$ cat src/rtl/key_tone_pkg.sv
// Shared constants, state encoding and pitch helper for the key tone player.
package key_tone_pkg;

  localparam int NOTE_NUM  = 7;
  localparam int NOTE_HP_W = 20;

  localparam int F_C4 = 262;
  localparam int F_D4 = 294;
  localparam int F_E4 = 330;
  localparam int F_F4 = 349;
  localparam int F_G4 = 392;
  localparam int F_A4 = 440;
  localparam int F_B4 = 494;

  typedef enum logic [1:0] {IDLE, PLAY, GAP} kt_state_e;

  function automatic int note_freq(input logic [2:0] idx);
    case (idx)
      3'd1:    return F_C4;
      3'd2:    return F_D4;
      3'd3:    return F_E4;
      3'd4:    return F_F4;
      3'd5:    return F_G4;
      3'd6:    return F_A4;
      3'd7:    return F_B4;
      default: return 0;
    endcase
  endfunction

  // Truncated half period in clock cycles, never below 1 so the divider always toggles.
  function automatic logic [NOTE_HP_W-1:0] note_half_period(input logic [2:0] idx, input int clk_hz);
    int f;
    int hp;
    f  = note_freq(idx);
    hp = (f == 0) ? 1 : clk_hz / (2 * f);
    if (hp < 1) hp = 1;
    return NOTE_HP_W'(hp);
  endfunction

endpackage

$ cat src/rtl/tone_div.sv
// Loadable half-period counter producing a 50% square wave; clr forces count and wave to 0.
module tone_div #(
  parameter int HP_W = 20
) (
  input  logic            cp,
  input  logic            rst,
  input  logic            clr,
  input  logic            en,
  input  logic [HP_W-1:0] hp,
  output logic            wave
);

  logic [HP_W-1:0] cnt;

  always_ff @(posedge cp or negedge rst) begin
    if (!rst) begin
      cnt  <= '0;
      wave <= 1'b0;
    end else if (clr) begin
      cnt  <= '0;
      wave <= 1'b0;
    end else if (en) begin
      if (cnt >= hp - 1'b1) begin
        cnt  <= '0;
        wave <= ~wave;
      end else begin
        cnt <= cnt + 1'b1;
      end
    end
  end

endmodule

$ cat src/rtl/key_tone_player.sv
// Key pulse -> fixed-length square-wave note on the beeper.
// KEY_TONE_GAP_EN inserts a silent gap after every note and holds one pending key.
module key_tone_player
  import key_tone_pkg::*;
#(
  parameter int N       = 7,
  parameter int CLK_HZ  = 25_000_000,
  parameter int DUR_CYC = 12_500_000,
  parameter int GAP_CYC = 1_250_000,
  parameter int HP_W    = 20
) (
  input  logic         cp,
  input  logic         rst,
  input  logic [N-1:0] key_pulse,
  output logic         beep,
  output logic [2:0]   note_idx,
  output logic         busy
);

  localparam int CNT_MAX = (DUR_CYC > GAP_CYC) ? DUR_CYC : GAP_CYC;
  localparam int DW      = $clog2(CNT_MAX + 1);

  kt_state_e       state, state_n;
  logic [2:0]      note, note_n, sel;
  logic [DW-1:0]   dur, dur_n;
  logic            tone_clr, tone_en;
  logic [HP_W-1:0] hp_tab [8];
`ifdef KEY_TONE_GAP_EN
  logic [2:0]      pend, pend_n;
`endif

  // Elaboration-time pitch table; index 0 (silence) maps to the minimum half period.
  genvar g;
  generate
    for (g = 0; g < 8; g++) begin : g_hp
      assign hp_tab[g] = HP_W'(note_half_period(3'(g), CLK_HZ));
    end
  endgenerate

  // Lowest set key wins; keys beyond the note table are ignored.
  always_comb begin
    sel = '0;
    for (int i = N - 1; i >= 0; i--)
      if (i < NOTE_NUM && key_pulse[i]) sel = 3'(i + 1);
  end

  always_comb begin
    state_n  = state;
    note_n   = note;
    dur_n    = dur + 1'b1;
    tone_clr = 1'b0;
    tone_en  = 1'b0;
`ifdef KEY_TONE_GAP_EN
    pend_n   = pend;
`endif
    case (state)
      IDLE: begin
        dur_n    = '0;
        tone_clr = 1'b1;
        if (sel != 3'd0) begin
          state_n = PLAY;
          note_n  = sel;
        end
      end
      PLAY: begin
        tone_en = 1'b1;
`ifdef KEY_TONE_GAP_EN
        if (sel != 3'd0) pend_n = sel;
        if (sel != 3'd0 || dur == DW'(DUR_CYC - 1)) begin
          state_n  = GAP;
          note_n   = '0;
          dur_n    = '0;
          tone_clr = 1'b1;
        end
`else
        // A pulse on the expiry edge takes priority, so no idle cycle appears.
        if (sel != 3'd0) begin
          note_n   = sel;
          dur_n    = '0;
          tone_clr = 1'b1;
        end else if (dur == DW'(DUR_CYC - 1)) begin
          state_n  = IDLE;
          note_n   = '0;
          dur_n    = '0;
          tone_clr = 1'b1;
        end
`endif
      end
`ifdef KEY_TONE_GAP_EN
      GAP: begin
        tone_clr = 1'b1;
        if (sel != 3'd0) pend_n = sel;
        if (dur == DW'(GAP_CYC - 1)) begin
          dur_n = '0;
          if (pend_n != 3'd0) begin
            state_n = PLAY;
            note_n  = pend_n;
            pend_n  = '0;
          end else begin
            state_n = IDLE;
          end
        end
      end
`endif
      default: begin
        state_n  = IDLE;
        note_n   = '0;
        dur_n    = '0;
        tone_clr = 1'b1;
      end
    endcase
  end

  always_ff @(posedge cp or negedge rst) begin
    if (!rst) begin
      state <= IDLE;
      note  <= '0;
      dur   <= '0;
`ifdef KEY_TONE_GAP_EN
      pend  <= '0;
`endif
    end else begin
      state <= state_n;
      note  <= note_n;
      dur   <= dur_n;
`ifdef KEY_TONE_GAP_EN
      pend  <= pend_n;
`endif
    end
  end

  tone_div #(.HP_W(HP_W)) u_tone_div (
    .cp   (cp),
    .rst  (rst),
    .clr  (tone_clr),
    .en   (tone_en),
    .hp   (hp_tab[note]),
    .wave (beep)
  );

  assign note_idx = note;
  assign busy     = (state != IDLE);

endmodule

$ cat config.mk
export PLATFORM = sky130hd
export DESIGN_NAME = key_tone_player
export DESIGN_NICKNAME = d
export VERILOG_FILES = /design/src/rtl/key_tone_pkg.sv /design/src/rtl/tone_div.sv /design/src/rtl/key_tone_player.sv
export SDC_FILE = /design/constraint.sdc
export NUM_CORES = 1
export LEC_CHECK = 0
export CAP_MARGIN = 20
export CORE_UTILIZATION = 50
export DETAILED_ROUTE_END_ITERATION = 8
export PLACE_DENSITY = 0.71
export SKIP_LAST_GASP = 1
export SLEW_MARGIN = 5
export SYNTH_ARGS = -nofsm -noshare
export SYNTH_HDL_FRONTEND = slang
export SYNTH_HIERARCHICAL = 1
export SYNTH_SLANG_ARGS = --single-unit
$ cat constraint.sdc
create_clock -name cp -period 4.1 [get_ports cp]
set_input_delay 0.82 -clock cp [delete_from_list [all_inputs] [get_ports cp]]
set_output_delay 0.82 -clock cp [all_outputs]
set_load 0.01 [all_outputs]
==> flow_summary.yaml <==
synth:
  synth_top_area_cell: "dfrtp_1"
  yosys.area.top_type_share_pct: 34.5
  ys_warn_count: 6
  synth.distinct_cells: 57
  netlist_top_cells_area: "dfrtp_1 (34%), ha_1 (11%), xnor2_1 (7.9%)"
  postSynthAreaPerCell_um2: 8.89
  ys_seq_area_share_pct: 34.5
  synthesis.area_um2: 3560
  ys_ff_latch: 49
  async_flop_share_pct: 100
  yosys_most_used_dff: "dfrtp_1"
  synth_edf_count: 0
  netlist_instances: 400
routing:
  wl_per_cell_um: 15.9
  ant_nets: 0
  vias: 3037
  dr.first_iter.drc_count: 191
  viasPerCell: 5.62
  drt_first_pass_iters: 4
  drc: 0
  drt_wl_total_mm: 8.57
setup_path:
  crit_end: "u_tone_div/wave"
  critPathLaunch: "note_idx[1]"
  crit_path_end_kind: "flip-flop"
  reg2reg_to: "u_tone_div/wave"
  reg2reg_slack_ps: 130
  cp_max_fo: 5
  cp.arrival_ps: 4210
  rr_worst_depth: 15
  critical_path_required_ps: 4340
  slowest_stage: "or4_4"
  r2r_start: "note_idx[1]"
  cpMostUsedCell: "nor4_4"
  slowest_delay_ps: 600
  critPathKind: "flip-flop to flip-flop"
  worstSetupStartpointType: "flip-flop"
  crit_chain: "inv_2 > buf_6 > ha_4 > a21oi_2 > or4_4 > nor4_4 > nand2_1 > nor4_2 > xnor2_1 > ha_1 > nand4_1 > nor4_4 > a32oi_4 > a311o_1 > nand3_2"
clock_tree:
  cts-root-buf: "clkbuf_8"
  clkSinkCount: 49
  clock_path_buffers: 2
  cts_tree: "built"
  clk_latency_ps: 310
  clk_pin_slew_ps: 90
  cts_buffers: 5
  htreeDepth: 2
  hold_buffers: 0
die:
  coreArea_um2: 6830
  die-area_um2: 7450
  pin_count: 14
  rows: 30
  die_x_um: 86.3
  start_util_pct: 52.1
  die_y_um: 86.3
global_route:
  grt_antenna_before_repair: 0
  grt_pass1_wl_mm: 13.3
  grtUsageMet1_pct: 29.7
  top_usage_layer: "met2"
  use_met3_pct: 4.00
  overflow: 0
  grt_max_degree: 37
  grt_pass1_vias: 2869
  grtUsageMet2_pct: 39.7
  grt.total_usage_pct: 22.5
sta:
  fin_crit_ps: 3970
  fmaxAchievable_mhz: 252
  hold_viol: 0
  period_share_pct: 96.9
  drv_slew: 0
  fin_skew_ps: 10.2
  fin_hold_ws_ps: 386
  tightest_slew_ps: 704
  setup_viol: 0
  timing.final.ws_setup_ps: 128
  relSlewSlack_pct: 52.6
power_and_ir_drop:
  internal-power_w: 0.000672
  p_seq_share_pct: 52.5
  powerDensity_nw_per_um2: 220
  p_comb_share_pct: 16.9
  ir_worst_vdd_uv: 144
  pwr-share-clk_pct: 30.6
  p_switching_w: 0.000259
  swShare_pct: 27.8
  leakage_nw: 1.62
layout:
  nets: 482
  fill_cells: 611
  synthToLayoutAreaGrowth_pct: 18.9
  n_antenna_cell: 0
  fin_cells: 540
  drive_above_1_share_pct: 16.4
placed_design:
  placedCellCount: 517
  dpl.hpwl_mm: 5.87
  routabilityCongestion: 0.896
  pre_cts_ws_ps: 53.9
  portBuffers: 13
job:
  cap_violations: 0
hold_path:
  hold_path.class: "primary input to async pin"
status:
  status: "finished clean"
area by class of cell:
type	count	area [um^2]	share of cell area (%)
clock buffers	6	72.6	1.72
flip-flops and latches	49	1230	29.1
well taps	96	120	2.84
repair buffers	37	309	7.31
inverters	18	67.6	1.60
clock inverters	2	15.0	0.355
multi-input cells	332	2410	57.1
sequential cells by signal (all words and copies together), names as in the netlist:
name             count
u_tone_div/wave      1
state                1
u_tone_div/cnt      20
dur                 24
note_idx             3
power groups by stage:
stage / Combinational (W) / Sequential, W / Clock, W
2_1_floorplan: 0.0000738 / 0.000498 / 0
3_3_place_gp: 0.000121 / 0.000498 / 0
3_5_place_dp: 0.000124 / 0.000498 / 0
4_1_cts: 0.000124 / 0.000488 / 0.000292
5_1_grt: 0.000173 / 0.000489 / 0.000314
6_report: 0.000157 / 0.000489 / 0.000285
repair_timing:
item,CTS,global route
resized for setup,0,37
buffers inserted,0,12
setup endpoints to repair,0,21
logic make-up after synthesis:
kind of cell             Yosys count  share of synthesized area (%)
AND/OR/NAND/NOR                  175                           27.1
multiplexers                       3                          0.880
adder cells (fa/ha/maj)           30                           10.6
XOR/XNOR                          53                           13.1
buffers and inverters             31                           3.94
flip-flops                        49                           34.5
other                              1                          0.105
AO/OA/AOI/OAI                     58                           9.92
metrics by stage:
step / setup TNS, ps / power (W) / cell area, um^2 / utilization [%]
after floorplan: 0 / 0.000572 / 3590 / -
after detailed placement: 0 / 0.000622 / 3850 / 56.4
final: 0 / 0.000931 / 4230 / 61.9
after CTS: 0 / 0.000904 / 3940 / 57.7
after global placement: 0 / 0.000619 / 3850 / 56.4
after global routing: -251 / 0.000976 / 4230 / 61.9
metal layers:
layer / wire length [um] / share of wire [%]
met3: 257 / 3.0
met5: 0 / 0
met4: 151 / 1.8
met1: 3840 / 45
met2: 4320 / 50
worst max-delay path: cells and delay by family (launching register included):
family	cells	cell delay [ps]
compound gates	3	700
xor+xnor	1	120
fa+ha+maj	2	450
buf+inv	2	220
flops	1	460
simple gates	7	1940
placed cells by master (no fill, tap or decap), types with 3 or more instances in the layout:
master / count
nand2_1: 27
nand2b_1: 3
xnor2_1: 32
clkdlybuf4s50_1: 12
a21oi_1: 24
xor2_1: 21
dfrtp_1: 46
nor2_1: 45
nor4_4: 4
o21ai_0: 12
and3_1: 3
nor3_1: 15
ha_1: 25
inv_1: 16
or4_4: 3
nand3_1: 24
dfrtp_2: 3
nand4_1: 18
clkbuf_8: 5
conb_1: 10
buf_4: 23
ha_4: 4
nor4_1: 6
worst min-delay path by stage:
stage / startpoint / end / slack (ps) / depth (start not counted)
3_5_place_dp: dur[0] / dur[0] / 490 / 1
6_report: rst / u_tone_div/cnt[15] / 390 / 1
5_1_grt: rst / u_tone_div/cnt[15] / 400 / 1
2_1_floorplan: dur[0] / dur[0] / 460 / 1
3_3_place_gp: dur[0] / dur[0] / 480 / 1
4_1_cts: rst / u_tone_div/cnt[15] / 400 / 1
cells in the mapped netlist, types with 4 or more instances:
master    instances
xnor2_1          32
nand3_1          25
xor2_1           21
nor3_1           15
ha_1             30
dfrtp_1          49
nand4_1          18
nor4_1            8
nand2_1          27
nor2_1           45
a21oi_1          25
o21ai_0          15
clkbuf_1          4
nand2b_1          4
inv_1            18
No activity file was read; power rests on OpenSTA's default activity.
